$ cat config.mk
export PLATFORM = sky130hd
export DESIGN_NAME = control_sequencer_flat
export DESIGN_NICKNAME = d
export VERILOG_FILES = /design/src/rtl/control_sequencer_if.sv /design/src/rtl/control_sequencer.sv /design/src/flat_wrapper.sv
export SDC_FILE = /design/constraint.sdc
export NUM_CORES = 1
export LEC_CHECK = 0
export BUFFER_PORTS_ARGS = -buffer_cell sky130_fd_sc_hd__buf_2
export CORE_ASPECT_RATIO = 0.8
export CORE_MARGIN = 2
export CORE_UTILIZATION = 45
export DETAILED_ROUTE_END_ITERATION = 8
export MAX_ROUTING_LAYER = met4
export PLACE_DENSITY_LB_ADDON = 0.05
export SYNTH_ARGS = -nofsm -noshare
export SYNTH_HDL_FRONTEND = slang
export SYNTH_SLANG_ARGS = --single-unit
$ cat constraint.sdc
create_clock -name clk -period 3.3 [get_ports clk]
set_input_delay 0.66 -clock clk [delete_from_list [all_inputs] [get_ports clk]]
set_output_delay 0.66 -clock clk [all_outputs]
set_load 0.02 [all_outputs]
$ cat src/rtl/control_sequencer_if.sv
// Control bus between the hardwired sequencer and the datapath.
// The master side is the sequencer: it reads the instruction and the branch
// flag and drives every datapath strobe. The slave side is the datapath.
interface control_sequencer_if;
    // Datapath -> sequencer
    logic        stop;
    logic [31:0] IR_Data;
    logic        con_output;

    // Register load strobes
    logic        PC_enable;
    logic        PC_increment_enable;
    logic        IR_enable;
    logic        Y_enable;
    logic        Z_enable;
    logic        MAR_enable;
    logic        MDR_enable;
    logic        r_enable;
    logic        con_enable;
    logic        LO_enable;
    logic        HI_enable;

    // Memory strobes
    logic        read;
    logic        write;

    // Register-file select/encode controls
    logic        Gra;
    logic        Grb;
    logic        Grc;
    logic        ba_select;

    // Bus source selects (one-hot or all zero)
    logic        PC_select;
    logic        Z_LO_select;
    logic        Z_HI_select;
    logic        MDR_select;
    logic        c_select;
    logic        r_select;
    logic        LO_select;
    logic        HI_select;

    // ALU opcode and run indicator
    logic [4:0]  alu_instruction;
    logic        run;

    modport master (
        input  stop, IR_Data, con_output,
        output PC_enable, PC_increment_enable, IR_enable, Y_enable, Z_enable,
               MAR_enable, MDR_enable, r_enable, con_enable, LO_enable, HI_enable,
               read, write, Gra, Grb, Grc, ba_select,
               PC_select, Z_LO_select, Z_HI_select, MDR_select, c_select,
               r_select, LO_select, HI_select, alu_instruction, run
    );

    modport slave (
        output stop, IR_Data, con_output,
        input  PC_enable, PC_increment_enable, IR_enable, Y_enable, Z_enable,
               MAR_enable, MDR_enable, r_enable, con_enable, LO_enable, HI_enable,
               read, write, Gra, Grb, Grc, ba_select,
               PC_select, Z_LO_select, Z_HI_select, MDR_select, c_select,
               r_select, LO_select, HI_select, alu_instruction, run
    );
endinterface

$ cat src/rtl/control_sequencer.sv
// Hardwired control unit. Walks fetch T0-T2, then an opcode-specific execute
// sequence T3..Tn, then returns to fetch (or HALT when stop is pending).
// Outputs are a Moore decode of the current step and the opcode captured at
// the end of T2; the only exception is the branch commit in T6, which looks
// at con_output directly during that cycle.
module control_sequencer #(
    parameter logic [4:0] ALU_ADD = 5'b00001,
    parameter logic [4:0] ALU_SUB = 5'b00010,
    parameter logic [4:0] ALU_AND = 5'b00011,
    parameter logic [4:0] ALU_OR  = 5'b00100
) (
    input  logic                 clk,
    input  logic                 reset_n,
    control_sequencer_if.master  bus
);

    // Sequencer steps
    localparam logic [3:0] S_RESET = 4'd0;
    localparam logic [3:0] S_T0    = 4'd1;
    localparam logic [3:0] S_T1    = 4'd2;
    localparam logic [3:0] S_T2    = 4'd3;
    localparam logic [3:0] S_T3    = 4'd4;
    localparam logic [3:0] S_T4    = 4'd5;
    localparam logic [3:0] S_T5    = 4'd6;
    localparam logic [3:0] S_T6    = 4'd7;
    localparam logic [3:0] S_T7    = 4'd8;
    localparam logic [3:0] S_HALT  = 4'd9;

    // Instruction classes; opcodes sharing an execute sequence share a class
    localparam logic [3:0] K_NOP  = 4'd0;
    localparam logic [3:0] K_LD   = 4'd1;
    localparam logic [3:0] K_LDI  = 4'd2;
    localparam logic [3:0] K_ST   = 4'd3;
    localparam logic [3:0] K_RALU = 4'd4;
    localparam logic [3:0] K_IALU = 4'd5;
    localparam logic [3:0] K_BR   = 4'd6;
    localparam logic [3:0] K_JR   = 4'd7;
    localparam logic [3:0] K_MFHI = 4'd8;
    localparam logic [3:0] K_MFLO = 4'd9;
    localparam logic [3:0] K_HALT = 4'd10;

    logic [3:0] state_q, state_d;
    logic [4:0] opcode_q, opcode_d;
    logic [3:0] cls;
    logic [3:0] last_st;
    logic [4:0] alu_op;

    // Step register and opcode latch; reset aborts any instruction at once
    always_ff @(posedge clk or negedge reset_n) begin
        if (!reset_n) begin
            state_q  <= S_RESET;
            opcode_q <= 5'd0;
        end else begin
            state_q  <= state_d;
            opcode_q <= opcode_d;
        end
    end

    // Opcode is captured as fetch finishes and held through execute
    always_comb begin
        opcode_d = (state_q == S_T2) ? bus.IR_Data[31:27] : opcode_q;
    end

    // Map the held opcode to its execute class and ALU operation
    always_comb begin
        cls    = K_NOP;
        alu_op = ALU_ADD;
        case (opcode_q)
            5'b00000: cls = K_LD;
            5'b00001: cls = K_LDI;
            5'b00010: cls = K_ST;
            5'b00011: begin cls = K_RALU; alu_op = ALU_ADD; end
            5'b00100: begin cls = K_RALU; alu_op = ALU_SUB; end
            5'b00101: begin cls = K_RALU; alu_op = ALU_AND; end
            5'b00110: begin cls = K_RALU; alu_op = ALU_OR;  end
            5'b01100: begin cls = K_IALU; alu_op = ALU_ADD; end
            5'b01101: begin cls = K_IALU; alu_op = ALU_AND; end
            5'b01110: begin cls = K_IALU; alu_op = ALU_OR;  end
            5'b10010: cls = K_BR;
            5'b10100: cls = K_JR;
            5'b11000: cls = K_MFHI;
            5'b11001: cls = K_MFLO;
            5'b11011: cls = K_HALT;
            default:  cls = K_NOP;   // nop and every unassigned opcode
        endcase
    end

    // Final execute step of each class; stop is only honoured there
    always_comb begin
        case (cls)
            K_LD, K_ST:     last_st = S_T7;
            K_BR:           last_st = S_T6;
            K_LDI, K_RALU,
            K_IALU:         last_st = S_T5;
            default:        last_st = S_T3;
        endcase
    end

    // Step sequencing: linear through fetch, then to T0/HALT at the last step
    always_comb begin
        state_d = state_q;
        case (state_q)
            S_RESET: state_d = S_T0;
            S_T0:    state_d = S_T1;
            S_T1:    state_d = S_T2;
            S_T2:    state_d = S_T3;
            S_T3, S_T4, S_T5, S_T6, S_T7: begin
                if (cls == K_HALT) begin
                    state_d = S_HALT;
                end else if (state_q == last_st) begin
                    state_d = bus.stop ? S_HALT : S_T0;
                end else begin
                    state_d = state_q + 4'd1;
                end
            end
            S_HALT:  state_d = S_HALT;
            default: state_d = S_RESET;
        endcase
    end

    // Strobe decode; everything defaults low so RESET and HALT drive all zeros
    always_comb begin
        bus.PC_enable           = 1'b0;
        bus.PC_increment_enable = 1'b0;
        bus.IR_enable           = 1'b0;
        bus.Y_enable            = 1'b0;
        bus.Z_enable            = 1'b0;
        bus.MAR_enable          = 1'b0;
        bus.MDR_enable          = 1'b0;
        bus.r_enable            = 1'b0;
        bus.con_enable          = 1'b0;
        bus.LO_enable           = 1'b0;
        bus.HI_enable           = 1'b0;
        bus.read                = 1'b0;
        bus.write               = 1'b0;
        bus.Gra                 = 1'b0;
        bus.Grb                 = 1'b0;
        bus.Grc                 = 1'b0;
        bus.ba_select           = 1'b0;
        bus.PC_select           = 1'b0;
        bus.Z_LO_select         = 1'b0;
        bus.Z_HI_select         = 1'b0;
        bus.MDR_select          = 1'b0;
        bus.c_select            = 1'b0;
        bus.r_select            = 1'b0;
        bus.LO_select           = 1'b0;
        bus.HI_select           = 1'b0;
        bus.alu_instruction     = 5'd0;
        bus.run                 = (state_q != S_RESET) && (state_q != S_HALT);

        case (state_q)
            S_T0: begin
                bus.PC_select  = 1'b1;
                bus.MAR_enable = 1'b1;
            end
            S_T1: begin
                bus.PC_increment_enable = 1'b1;
                bus.read                = 1'b1;
                bus.MDR_enable          = 1'b1;
            end
            S_T2: begin
                bus.MDR_select = 1'b1;
                bus.IR_enable  = 1'b1;
            end
            S_T3: begin
                case (cls)
                    K_LD, K_LDI, K_ST: begin
                        bus.Grb       = 1'b1;
                        bus.ba_select = 1'b1;
                        bus.Y_enable  = 1'b1;
                    end
                    K_RALU, K_IALU: begin
                        bus.Grb      = 1'b1;
                        bus.r_select = 1'b1;
                        bus.Y_enable = 1'b1;
                    end
                    K_BR: begin
                        bus.Gra        = 1'b1;
                        bus.r_select   = 1'b1;
                        bus.con_enable = 1'b1;
                    end
                    K_JR: begin
                        bus.Gra       = 1'b1;
                        bus.r_select  = 1'b1;
                        bus.PC_enable = 1'b1;
                    end
                    K_MFLO: begin
                        bus.LO_select = 1'b1;
                        bus.Gra       = 1'b1;
                        bus.r_enable  = 1'b1;
                    end
                    K_MFHI: begin
                        bus.HI_select = 1'b1;
                        bus.Gra       = 1'b1;
                        bus.r_enable  = 1'b1;
                    end
                    default: ;
                endcase
            end
            S_T4: begin
                case (cls)
                    K_LD, K_LDI, K_ST: begin
                        bus.c_select        = 1'b1;
                        bus.alu_instruction = ALU_ADD;
                        bus.Z_enable        = 1'b1;
                    end
                    K_RALU: begin
                        bus.Grc             = 1'b1;
                        bus.r_select        = 1'b1;
                        bus.alu_instruction = alu_op;
                        bus.Z_enable        = 1'b1;
                    end
                    K_IALU: begin
                        bus.c_select        = 1'b1;
                        bus.alu_instruction = alu_op;
                        bus.Z_enable        = 1'b1;
                    end
                    K_BR: begin
                        bus.PC_select = 1'b1;
                        bus.Y_enable  = 1'b1;
                    end
                    default: ;
                endcase
            end
            S_T5: begin
                case (cls)
                    K_LDI, K_RALU, K_IALU: begin
                        bus.Z_LO_select = 1'b1;
                        bus.Gra         = 1'b1;
                        bus.r_enable    = 1'b1;
                    end
                    K_LD, K_ST: begin
                        bus.Z_LO_select = 1'b1;
                        bus.MAR_enable  = 1'b1;
                    end
                    K_BR: begin
                        bus.c_select        = 1'b1;
                        bus.alu_instruction = ALU_ADD;
                        bus.Z_enable        = 1'b1;
                    end
                    default: ;
                endcase
            end
            S_T6: begin
                case (cls)
                    K_LD: begin
                        bus.read       = 1'b1;
                        bus.MDR_enable = 1'b1;
                    end
                    K_ST: begin
                        // MDR loads from the register bus, not memory
                        bus.Gra        = 1'b1;
                        bus.r_select   = 1'b1;
                        bus.MDR_enable = 1'b1;
                    end
                    K_BR: begin
                        // Branch target in Z is committed only when taken
                        if (bus.con_output) begin
                            bus.Z_LO_select = 1'b1;
                            bus.PC_enable   = 1'b1;
                        end
                    end
                    default: ;
                endcase
            end
            S_T7: begin
                case (cls)
                    K_LD: begin
                        bus.MDR_select = 1'b1;
                        bus.Gra        = 1'b1;
                        bus.r_enable   = 1'b1;
                    end
                    K_ST: begin
                        bus.write = 1'b1;
                    end
                    default: ;
                endcase
            end
            default: ;
        endcase
    end

endmodule

$ cat src/flat_wrapper.sv
// flat-port wrapper written by rule: the top's interface ports become plain ports
module control_sequencer_flat 
#(
    parameter logic [4:0] ALU_ADD = 5'b00001,
    parameter logic [4:0] ALU_SUB = 5'b00010,
    parameter logic [4:0] ALU_AND = 5'b00011,
    parameter logic [4:0] ALU_OR  = 5'b00100
)
  (clk, reset_n, bus_stop, bus_IR_Data, bus_con_output, bus_PC_enable, bus_PC_increment_enable, bus_IR_enable, bus_Y_enable, bus_Z_enable, bus_MAR_enable, bus_MDR_enable, bus_r_enable, bus_con_enable, bus_LO_enable, bus_HI_enable, bus_read, bus_write, bus_Gra, bus_Grb, bus_Grc, bus_ba_select, bus_PC_select, bus_Z_LO_select, bus_Z_HI_select, bus_MDR_select, bus_c_select, bus_r_select, bus_LO_select, bus_HI_select, bus_alu_instruction, bus_run);
  control_sequencer_if bus_i ();
  input  logic clk;
  input  logic reset_n;
  input wire logic [$bits(bus_i.stop)-1:0] bus_stop;
  input wire logic [$bits(bus_i.IR_Data)-1:0] bus_IR_Data;
  input wire logic [$bits(bus_i.con_output)-1:0] bus_con_output;
  output wire logic [$bits(bus_i.PC_enable)-1:0] bus_PC_enable;
  output wire logic [$bits(bus_i.PC_increment_enable)-1:0] bus_PC_increment_enable;
  output wire logic [$bits(bus_i.IR_enable)-1:0] bus_IR_enable;
  output wire logic [$bits(bus_i.Y_enable)-1:0] bus_Y_enable;
  output wire logic [$bits(bus_i.Z_enable)-1:0] bus_Z_enable;
  output wire logic [$bits(bus_i.MAR_enable)-1:0] bus_MAR_enable;
  output wire logic [$bits(bus_i.MDR_enable)-1:0] bus_MDR_enable;
  output wire logic [$bits(bus_i.r_enable)-1:0] bus_r_enable;
  output wire logic [$bits(bus_i.con_enable)-1:0] bus_con_enable;
  output wire logic [$bits(bus_i.LO_enable)-1:0] bus_LO_enable;
  output wire logic [$bits(bus_i.HI_enable)-1:0] bus_HI_enable;
  output wire logic [$bits(bus_i.read)-1:0] bus_read;
  output wire logic [$bits(bus_i.write)-1:0] bus_write;
  output wire logic [$bits(bus_i.Gra)-1:0] bus_Gra;
  output wire logic [$bits(bus_i.Grb)-1:0] bus_Grb;
  output wire logic [$bits(bus_i.Grc)-1:0] bus_Grc;
  output wire logic [$bits(bus_i.ba_select)-1:0] bus_ba_select;
  output wire logic [$bits(bus_i.PC_select)-1:0] bus_PC_select;
  output wire logic [$bits(bus_i.Z_LO_select)-1:0] bus_Z_LO_select;
  output wire logic [$bits(bus_i.Z_HI_select)-1:0] bus_Z_HI_select;
  output wire logic [$bits(bus_i.MDR_select)-1:0] bus_MDR_select;
  output wire logic [$bits(bus_i.c_select)-1:0] bus_c_select;
  output wire logic [$bits(bus_i.r_select)-1:0] bus_r_select;
  output wire logic [$bits(bus_i.LO_select)-1:0] bus_LO_select;
  output wire logic [$bits(bus_i.HI_select)-1:0] bus_HI_select;
  output wire logic [$bits(bus_i.alu_instruction)-1:0] bus_alu_instruction;
  output wire logic [$bits(bus_i.run)-1:0] bus_run;
  assign bus_i.stop = bus_stop;
  assign bus_i.IR_Data = bus_IR_Data;
  assign bus_i.con_output = bus_con_output;
  assign bus_PC_enable = bus_i.PC_enable;
  assign bus_PC_increment_enable = bus_i.PC_increment_enable;
  assign bus_IR_enable = bus_i.IR_enable;
  assign bus_Y_enable = bus_i.Y_enable;
  assign bus_Z_enable = bus_i.Z_enable;
  assign bus_MAR_enable = bus_i.MAR_enable;
  assign bus_MDR_enable = bus_i.MDR_enable;
  assign bus_r_enable = bus_i.r_enable;
  assign bus_con_enable = bus_i.con_enable;
  assign bus_LO_enable = bus_i.LO_enable;
  assign bus_HI_enable = bus_i.HI_enable;
  assign bus_read = bus_i.read;
  assign bus_write = bus_i.write;
  assign bus_Gra = bus_i.Gra;
  assign bus_Grb = bus_i.Grb;
  assign bus_Grc = bus_i.Grc;
  assign bus_ba_select = bus_i.ba_select;
  assign bus_PC_select = bus_i.PC_select;
  assign bus_Z_LO_select = bus_i.Z_LO_select;
  assign bus_Z_HI_select = bus_i.Z_HI_select;
  assign bus_MDR_select = bus_i.MDR_select;
  assign bus_c_select = bus_i.c_select;
  assign bus_r_select = bus_i.r_select;
  assign bus_LO_select = bus_i.LO_select;
  assign bus_HI_select = bus_i.HI_select;
  assign bus_alu_instruction = bus_i.alu_instruction;
  assign bus_run = bus_i.run;
  control_sequencer #(.ALU_ADD(ALU_ADD), .ALU_SUB(ALU_SUB), .ALU_AND(ALU_AND), .ALU_OR(ALU_OR)) u_core (.clk(clk), .reset_n(reset_n), .bus(bus_i));
endmodule
==> metrics.txt <==
Yosys warning count 0; Core Region 0.00220 mm2; num rows 15; commonest register cell after synthesis dfrtp_1; Die Area 0.00279 mm2; area delta synth->final 14.6%; slowest CP cell dfrtp_1; total chip power 0.000228 W; cell area after synthesis 0.00107 mm2; initial antenna violation count 0; Setup crit end bus_r_select; kind of start point of the critical path flop; Die Wd 58.6 um; drt total wl 2590 um; layout cells sized above 1 29.7%; 1st-pass router iterations 4; clock root buffer clkbuf_4; residual DRC count 0; global-route wire length before repair 4220 um; Max Buffers Root-to-Sink 2; total of fill cells in the finished design 231; Leakage 0.647 nW; synthesis-stage register bit count 9; area taken by multi-input logic gates 741 um2; Post-synth EDFFs 0; R2R cell count 6; post-route ant nets 0; power density over cell area 185 mW/mm2; RSZ-0062 raised after global routing false; Final HPWL DP 1980 um; crit path kind flop to primary output; CP startpoint u_core.state_q[2]; Post-CTS Setup Bufs 0; reg2reg end u_core.state_q[0]; CTS tree built; clock-pin slew on the worst setup and hold paths 0.06 ns; RePlAce Congestion 0.854; R2R Setup Slk 1.13 ns; htree depth 1; crit-path max cell delay 0.54 ns; endpoint class of the critical path primary output; Post-CTS Resized 0; Post-CTS Hold Fix Bufs 0; R2R Path Start u_core.opcode_q[2]; Final period util 87.6%; num ports 67; WP data arrival 2.23 ns; n_diodes 0; grt ovf 0; synthesized area per cell 7.40 um2; wire per inst 12.9 um; largest net degree at the start of global routing 18; setup_tns 0 ns; Vias per Instance 5.42; Peak Freq 0.346 GHz; outcome completed; minimum clock period 2.89 ns; vias in the first global route 893; clk_lat worst skew 0.26 ns; Final Hold Viols 0; final setup fails 0; Die Ht 47.7 um; Synth Instances 145; Total GRT Usage 20.7%; clock sinks 9; initial core utilization 48.8%; Hold Path Class input port to asynchronous set/reset pin; via count 1083; skew final 0.00179 ns; Initial DRC Count 58; Slew Limit Fails 0; I/O Buffers 34; register area share after synthesis 21.0%; CTS Buf Count 3; WP data required 2.64 ns; Peak VDD IR 0.000189 V; max_cap viols 0; CP Max Fanout 12; synth unique cells 48; Nets 216; Post-synth ARST share 100%; CP Cell Sequence or2b_2 -> nor2_1 -> nand2_1 -> nor3_1 -> a41oi_1 -> o21ai_0 -> buf_2; Sequential Area 225 um2
[critical path, delay by kind of cell, from the launching register on]
family / cells / cell delay (ns)
flip-flops: 1 / 0.54
AO/OA/AOI/OAI: 2 / 0.19
buffers and inverters: 1 / 0.19
AND/OR/NAND/NOR: 4 / 1.05
[power by group]
part           switching [W]  internal, W  leakage, nW   total, W
sequential        0.00000783     0.000112       0.0979   0.000120
clock              0.0000390    0.0000447       0.0177  0.0000837
combinational      0.0000138    0.0000101        0.532  0.0000239
[state kept, by name (all words and copies together) (netlist names)]
| signal | flops |
|---|---|
| u_core.state_q | 4 |
| u_core.opcode_q | 5 |
[placed cells by master (no fill, tap or decap), types with 3 or more instances in the layout]
cell       n
ha_1       4
nand2_1   20
clkbuf_4   3
nor3_1     3
nor2_1    12
nand2b_1   3
a21oi_1    6
xnor2_1    3
o21ai_0   12
inv_1      7
buf_2     34
conb_1     5
nand3_1   12
or2b_2     3
dfrtp_1    9
mux2_2     3
[cell usage after synthesis (4+ instances only)]
cell type	n	area [um2]
nand2_1	20	75.1
nand3_1	12	60.1
nor2_1	12	45.0
o21ai_0	12	60.1
dfrtp_1	9	225
inv_1	7	26.3
a21oi_1	6	30.0
buf_4	5	37.5
ha_1	4	50.1
[routing by layer]
metal	global-route usage, %	vias up	wire (um)	part of all wire (%)
met5	-	-	0	0
met4	5.45	0	27	1.0
met1	31.4	473	1320	51
met3	1.89	3	188	7.3
li1	-	557	-	-
met2	29.4	50	1060	41
[cell type report]
class | instances | share of cell area [%]
flip-flops and latches | 9 | 18.3
clock inverters | 1 | 0.407
multi-input cells | 120 | 60.3
clock buffers | 3 | 1.83
inverters | 7 | 2.14
repair buffers | 35 | 14.5
well taps | 25 | 2.55
[worst min-delay path by stage]
stage | end | slack (ns) | cells after the start
floorplan | u_core.opcode_q[0] | 0.36 | 0
global placement | u_core.opcode_q[0] | 0.51 | 1
detailed placement | u_core.opcode_q[0] | 0.52 | 1
CTS | u_core.opcode_q[1] | 0.23 | 1
global route | u_core.opcode_q[2] | 0.23 | 1
finish | u_core.opcode_q[2] | 0.23 | 1
[cell families (layout without fill, tap and decap cells)]
logic type	count (synthesis)	count (layout)	synth area share [%]
fa+ha+maj	4	4	4.67
flops	9	9	21.0
compound gates	30	30	17.5
buf+inv	20	46	11.3
xor+xnor	5	5	4.08
simple gates	71	71	36.1
mux	5	5	5.02
other cells	1	5	0.350
[metrics by stage]
step	cells	hold WS [ns]	utilization (%)	setup slack [ns]	cell area, um2
finish	200	0.231	56.0	0.409	1230
global placement	196	0.514	54.7	0.716	1200
CTS	200	0.227	56.0	0.443	1230
global route	200	0.234	56.0	0.257	1230
detailed placement	196	0.518	54.7	0.745	1200
floorplan	149	0.364	-	0.568	1090
(Power assumes the default switching activity.)
